$ cat src/rtl/grf_multiport.sv
`default_nettype none
// +--------------------------------------------------------------------------+
// | grf_multiport: multi-port register file, write bypass, busy scoreboard   |
// | Rev 1.0                                                                  |
// +--------------------------------------------------------------------------+
module grf_multiport #(
  parameter int DW       = 32,
  parameter int AW       = 5,
  parameter int NR       = 2,
  parameter int NW       = 1,
  parameter int ZERO_REG = 1,
  parameter int BYPASS   = 1
) (
  input  logic             clk,
  input  logic             reset,
  input  logic [NR*AW-1:0] ra,
  output logic [NR*DW-1:0] rd,
  output logic [NR-1:0]    rbusy,
  input  logic [NW-1:0]    we,
  input  logic [NW*AW-1:0] wa,
  input  logic [NW*DW-1:0] wd,
  input  logic [NW*32-1:0] wpc,
  input  logic             iss_en,
  input  logic [AW-1:0]    iss_addr,
  input  logic             flush,
  output logic [NW-1:0]    trace_valid,
  output logic [NW*32-1:0] trace_pc,
  output logic [NW*AW-1:0] trace_addr,
  output logic [NW*DW-1:0] trace_data
);

  localparam int DEPTH = 1 << AW;

  logic [DW-1:0]    regs_q [DEPTH];
  logic [DEPTH-1:0] busy_q, busy_d;
  logic [NW-1:0]    wkeep;

  logic [NW-1:0]    trace_valid_q;
  logic [NW*32-1:0] trace_pc_q;
  logic [NW*AW-1:0] trace_addr_q;
  logic [NW*DW-1:0] trace_data_q;

  // A write is stored (and bypassed) unless it targets the hardwired zero register.
  always_comb begin
    wkeep = '0;
    for (int j = 0; j < NW; j++) begin
      wkeep[j] = we[j] && !((ZERO_REG != 0) && (wa[j*AW +: AW] == '0));
    end
  end

  for (genvar i = 0; i < NR; i++) begin : g_rd
    logic [AW-1:0] addr;
    logic          hit;
    logic [DW-1:0] byp;

    assign addr = ra[i*AW +: AW];

    // Ascending scan so the highest-numbered matching port wins.
    always_comb begin
      hit = 1'b0;
      byp = '0;
      for (int j = 0; j < NW; j++) begin
        if (wkeep[j] && (wa[j*AW +: AW] == addr)) begin
          hit = 1'b1;
          byp = wd[j*DW +: DW];
        end
      end
      hit = hit && (BYPASS != 0);
    end

    always_comb begin
      if ((ZERO_REG != 0) && (addr == '0)) begin
        rd[i*DW +: DW] = '0;
        rbusy[i]       = 1'b0;
      end else begin
        rd[i*DW +: DW] = hit ? byp : regs_q[addr];
        rbusy[i]       = busy_q[addr] && !hit;
      end
    end
  end

  // Issue beats a same-cycle write (new producer); flush beats everything.
  always_comb begin
    busy_d = busy_q;
    for (int j = 0; j < NW; j++) begin
      if (we[j]) busy_d[wa[j*AW +: AW]] = 1'b0;
    end
    if (iss_en && !((ZERO_REG != 0) && (iss_addr == '0))) begin
      busy_d[iss_addr] = 1'b1;
    end
    if (flush) busy_d = '0;
    if (ZERO_REG != 0) busy_d[0] = 1'b0;
  end

  always_ff @(posedge clk) begin
    if (reset) begin
      for (int k = 0; k < DEPTH; k++) regs_q[k] <= '0;
      busy_q        <= '0;
      trace_valid_q <= '0;
      trace_pc_q    <= '0;
      trace_addr_q  <= '0;
      trace_data_q  <= '0;
    end else begin
      for (int j = 0; j < NW; j++) begin
        if (wkeep[j]) regs_q[wa[j*AW +: AW]] <= wd[j*DW +: DW];
        trace_data_q[j*DW +: DW] <= wkeep[j] ? wd[j*DW +: DW] : '0;
      end
      busy_q        <= busy_d;
      trace_valid_q <= we;
      trace_pc_q    <= wpc;
      trace_addr_q  <= wa;
    end
  end

  assign trace_valid = trace_valid_q;
  assign trace_pc    = trace_pc_q;
  assign trace_addr  = trace_addr_q;
  assign trace_data  = trace_data_q;

endmodule
`default_nettype wire

$ cat config.mk
export PLATFORM = sky130hd
export DESIGN_NAME = grf_multiport
export DESIGN_NICKNAME = d
export VERILOG_FILES = /design/src/rtl/grf_multiport.sv
export SDC_FILE = /design/constraint.sdc
export NUM_CORES = 2
export LEC_CHECK = 0
export CAP_MARGIN = 0
export CORE_MARGIN = 5
export CORE_UTILIZATION = 56
export CTS_CLUSTER_SIZE = 28
export DETAILED_ROUTE_END_ITERATION = 8
export PLACE_DENSITY = 0.77
export SLEW_MARGIN = 25
export SYNTH_ARGS = -nofsm -noshare
export SYNTH_HDL_FRONTEND = slang
export SYNTH_SLANG_ARGS = --single-unit
$ cat constraint.sdc
create_clock -name clk -period 3.4 [get_ports clk]
set_clock_uncertainty 0.2 [all_clocks]
set_input_delay 0.34 -clock clk [delete_from_list [all_inputs] [get_ports clk]]
set_output_delay 0.34 -clock clk [all_outputs]
set_load 0.05 [all_outputs]
==> load_flow_metrics.sql <==
INSERT INTO impl_metrics (metric_group, metric, value, unit) VALUES
('placement', 'globalplace.congestion', '0.9415', ''),
('min_path', 'hp-class', 'primary input to register', ''),
('timing', 'max_freq', '279.1', 'MHz'),
('synth', 'synth_cells', '4145', ''),
('detailed_routing', 'drt_first_pass_iters', '6', ''),
('critical_path', 'cp_slowest_stage_delay', '0.76', 'ns'),
('power', 'powerDensity', '507.7', 'nW/um2'),
('finish', 'sequential_cell_area', '32770', 'um2'),
('detailed_routing', 'postRouteWirelength', '207.9', 'mm'),
('synth', 'post_synth_and_or_nand_nor_area_fraction', '0.1073', ''),
('placement', 'dp.cells', '5699', ''),
('clock_network', 'clk_transition_reported_paths', '0.06', 'ns'),
('global_route', 'grt_remaining_overflow', '0', ''),
('critical_path', 'critPathArrivalTime', '3.04', 'ns'),
('critical_path', 'worst_path_dominant_cell_family', 'compound AO/OA/AOI/OAI gates', ''),
('floorplanning', 'dieWidth', '328.7', 'um'),
('clock_network', 'max-clock-path-buffers', '3', ''),
('synth', 'synth_compound_gate_area_share', '0.05705', ''),
('finish', 'instances_no_fill', '5964', ''),
('floorplanning', 'floorplan_die_area', '108100', 'um2'),
('critical_path', 'critical_path.reg2reg.startpoint', 'busy_q[7]', ''),
('timing', 'layout_worst_path_cycle_share', '1.054', ''),
('clock_network', 'clock-root-buffer', 'sky130_fd_sc_hd__clkbuf_16', ''),
('min_path', 'holdCritStartpoint', 'wpc[11]', ''),
('run_status', 'violations', 'setup timing', ''),
('synth', 'synth.avg_cell_area', '13.72', 'um2'),
('detailed_routing', 'remaining_drc_errors', '0', ''),
('detailed_routing', 'drt_iter0_drc', '7978', ''),
('finish', 'post_route_cells_drive_above_1_share', '0.2648', ''),
('synth', 'ys_dominant_reg_cell', 'sky130_fd_sc_hd__edfxtp_1', ''),
('finish', 'areaGrowthSynthToFinish', '20.01', '%'),
('run_status', 'outcome', 'complete, but fails checks', ''),
('timing', 'slew_viol_final', '0', ''),
('synth', 'post_synthesis_async_set_or_reset_flop_share', '0', ''),
('global_route', 'grt_pass1_wl', '295.7', 'mm'),
('global_route', 'antenna_found_initial', '2', ''),
('synth', 'synth_warnings', '0', ''),
('power', 'power.leakage', '0.02356', 'uW'),
('synth', 'synth_top_cell_area_share', '0.5405', ''),
('timing', 'setup_viol', '4', ''),
('floorplanning', 'die_height', '328.7', 'um'),
('synth', 'yosys.cell_count.top_type', 'sky130_fd_sc_hd__edfxtp_1', ''),
('clock_network', 'tritoncts', 'built', ''),
('timing', 'timing_hold_violations_final', '0', ''),
('synth', 'synthTopCellsByCount', '1024 x sky130_fd_sc_hd__edfxtp_1, 941 x sky130_fd_sc_hd__nor2_1, 438 x sky130_fd_sc_hd__mux4_2', ''),
('synth', 'synth-edff-count', '1024', ''),
('synth', 'yosysUniqueCellTypes', '59', ''),
('timing', 'final.hold.worst_slack', '0.02177', 'ns'),
('finish', 'filler_cell_count', '6849', ''),
('detailed_routing', 'post_drt_via_cell_ratio', '7.212', ''),
('floorplanning', 'core-area', '101300', 'um2'),
('timing', 'worst_path_setup_slack_after_routing', '-0.1824', 'ns'),
('detailed_routing', 'residual_antenna_violating_net_count_after_detailed_routing', '0', ''),
('power', 'power.total', '34660', 'uW'),
('timing', 'min_period', '3.582', 'ns'),
('floorplanning', 'core_rows', '117', ''),
('timing', 'max_slew_margin_vs_limit', '0.3696', ''),
('clock_network', 'clock_insertion_delay_worst_skew', '0.71', 'ns'),
('synth', 'synthesis.area', '56890', 'um2'),
('critical_path', 'endpoint_kind', 'output pin', ''),
('critical_path', 'crit_path_kind', 'primary input to output pin', ''),
('global_route', 'globalRouteTotalUtil', '0.3812', ''),
('placement', 'io_buffers', '224', ''),
('power', 'ir_drop', '461.5', 'uV'),
('global_route', 'via_count_of_the_first_global_routing_pass', '43270', ''),
('critical_path', 'critPathSlowestCell', 'sky130_fd_sc_hd__o211ai_1', ''),
('synth', 'synthAdderAreaFrac', '0', ''),
('min_path', 'worstHoldEndpoint', 'trace_pc[11]', ''),
('finish', 'post_layout_net_count', '4584', ''),
('critical_path', 'rr_endpoint', 'busy_q[7]', ''),
('placement', 'place.detailed.hpwl', '125.2', 'mm');
## how the worst max path moves through the flow
stage / end / cells past startpoint
4_1_cts: rd[35] / 10
6_report: rd[35] / 10
2_1_floorplan: rd[45] / 7
5_1_grt: rd[35] / 10
3_3_place_gp: rd[54] / 9
3_5_place_dp: rd[54] / 9
## placed cells by master, fill, tap and decap left out, drive strengths merged, types with 8 or more instances in the layout
cell | netlist | routed
buf | 128 | 424
nand2 | 164 | 164
nor2 | 943 | 943
a221oi | 78 | 78
o31ai | 13 | 13
a221o | 18 | 18
a32o | 18 | 18
o21ai | 86 | 86
nand2b | 15 | 15
dlygate4sd3 | 0 | 33
nor3b | 8 | 8
a22oi | 64 | 64
a31oi | 8 | 8
clkdlybuf4s50 | 0 | 143
conb | 1 | 32
dfxtp | 101 | 101
nand3 | 34 | 34
mux4 | 438 | 438
and2 | 133 | 133
bufinv | 0 | 9
inv | 34 | 38
nor2b | 47 | 47
mux2i | 232 | 232
o22ai | 45 | 45
a21oi | 60 | 60
edfxtp | 1024 | 1024
clkbuf | 278 | 146
nand3b | 12 | 12
and3 | 27 | 27
clkinv | 0 | 51
o221a | 9 | 9
o211ai | 10 | 10
mux2 | 38 | 38
o21bai | 26 | 26
## cells by family after synthesis
logic type	after synthesis
compound gates	458
xor+xnor	10
flops	1125
other cells	1
mux	708
simple gates	1403
buf+inv	440
## through the flow
stage,util,setup slack [ns],area [um2]
5_1_grt,0.6738,-0.1182,68260
2_1_floorplan,-,0.007433,57020
4_1_cts,0.6718,0.002518,68060
3_3_place_gp,0.6295,-0.6539,63770
3_5_place_dp,0.6296,-0.5927,63780
6_report,0.6739,-0.1824,68270
## layer usage
layer | track usage | share of wire | vias to the layer above
met5 | 0 | 0.00050 | -
met3 | 0.1477 | 0.18 | 1002
li1 | - | - | 16480
met4 | 0.2330 | 0.079 | 4
met1 | 0.4899 | 0.31 | 20890
met2 | 0.5508 | 0.43 | 4630
## worst register-to-register path, delay by kind of cell (launching register included)
family,cells,cell delay (ns)
flops,1,0.33
compound gates,2,0.21
simple gates,1,0.05
## final cells by class
type	count	share of cell area
inverter	34	0.001869
multi-input combinational	2611	0.3333
clock buffer	145	0.04485
tap	1368	0.02507
antenna	3	0.0001100
sequential	1125	0.4800
clock inverter	69	0.008797
timing repair buffer	609	0.1060
## registers in the layout (all words and copies together) (netlist names)
name / flops
trace_valid: 1
trace_pc: 32
regs_q: 1024
busy_q: 31
trace_data: 32
trace_addr: 5
## repair_timing
| action | CTS | global route |
|---|---|---|
| endpoints found under the hold margin | 31 | 4 |
| endpoints found under the setup margin | 18 | 45 |
| pin swaps | 4 | 7 |
| setup buffers | 5 | 7 |
| gates resized for setup | 29 | 28 |
| hold buffers | 29 | 4 |
| cloned | 3 | 0 |
## report_power, final
group          switching (uW)  leakage, uW  internal, uW  total [uW]
Sequential                400       0.0106         15800       16200
Combinational            3400       0.0112          2470        5870
Clock                    5510      0.00180          7040       12500
Total                    9310       0.0236         25300       34700
Note: power is estimated with default switching activity, not from simulation.
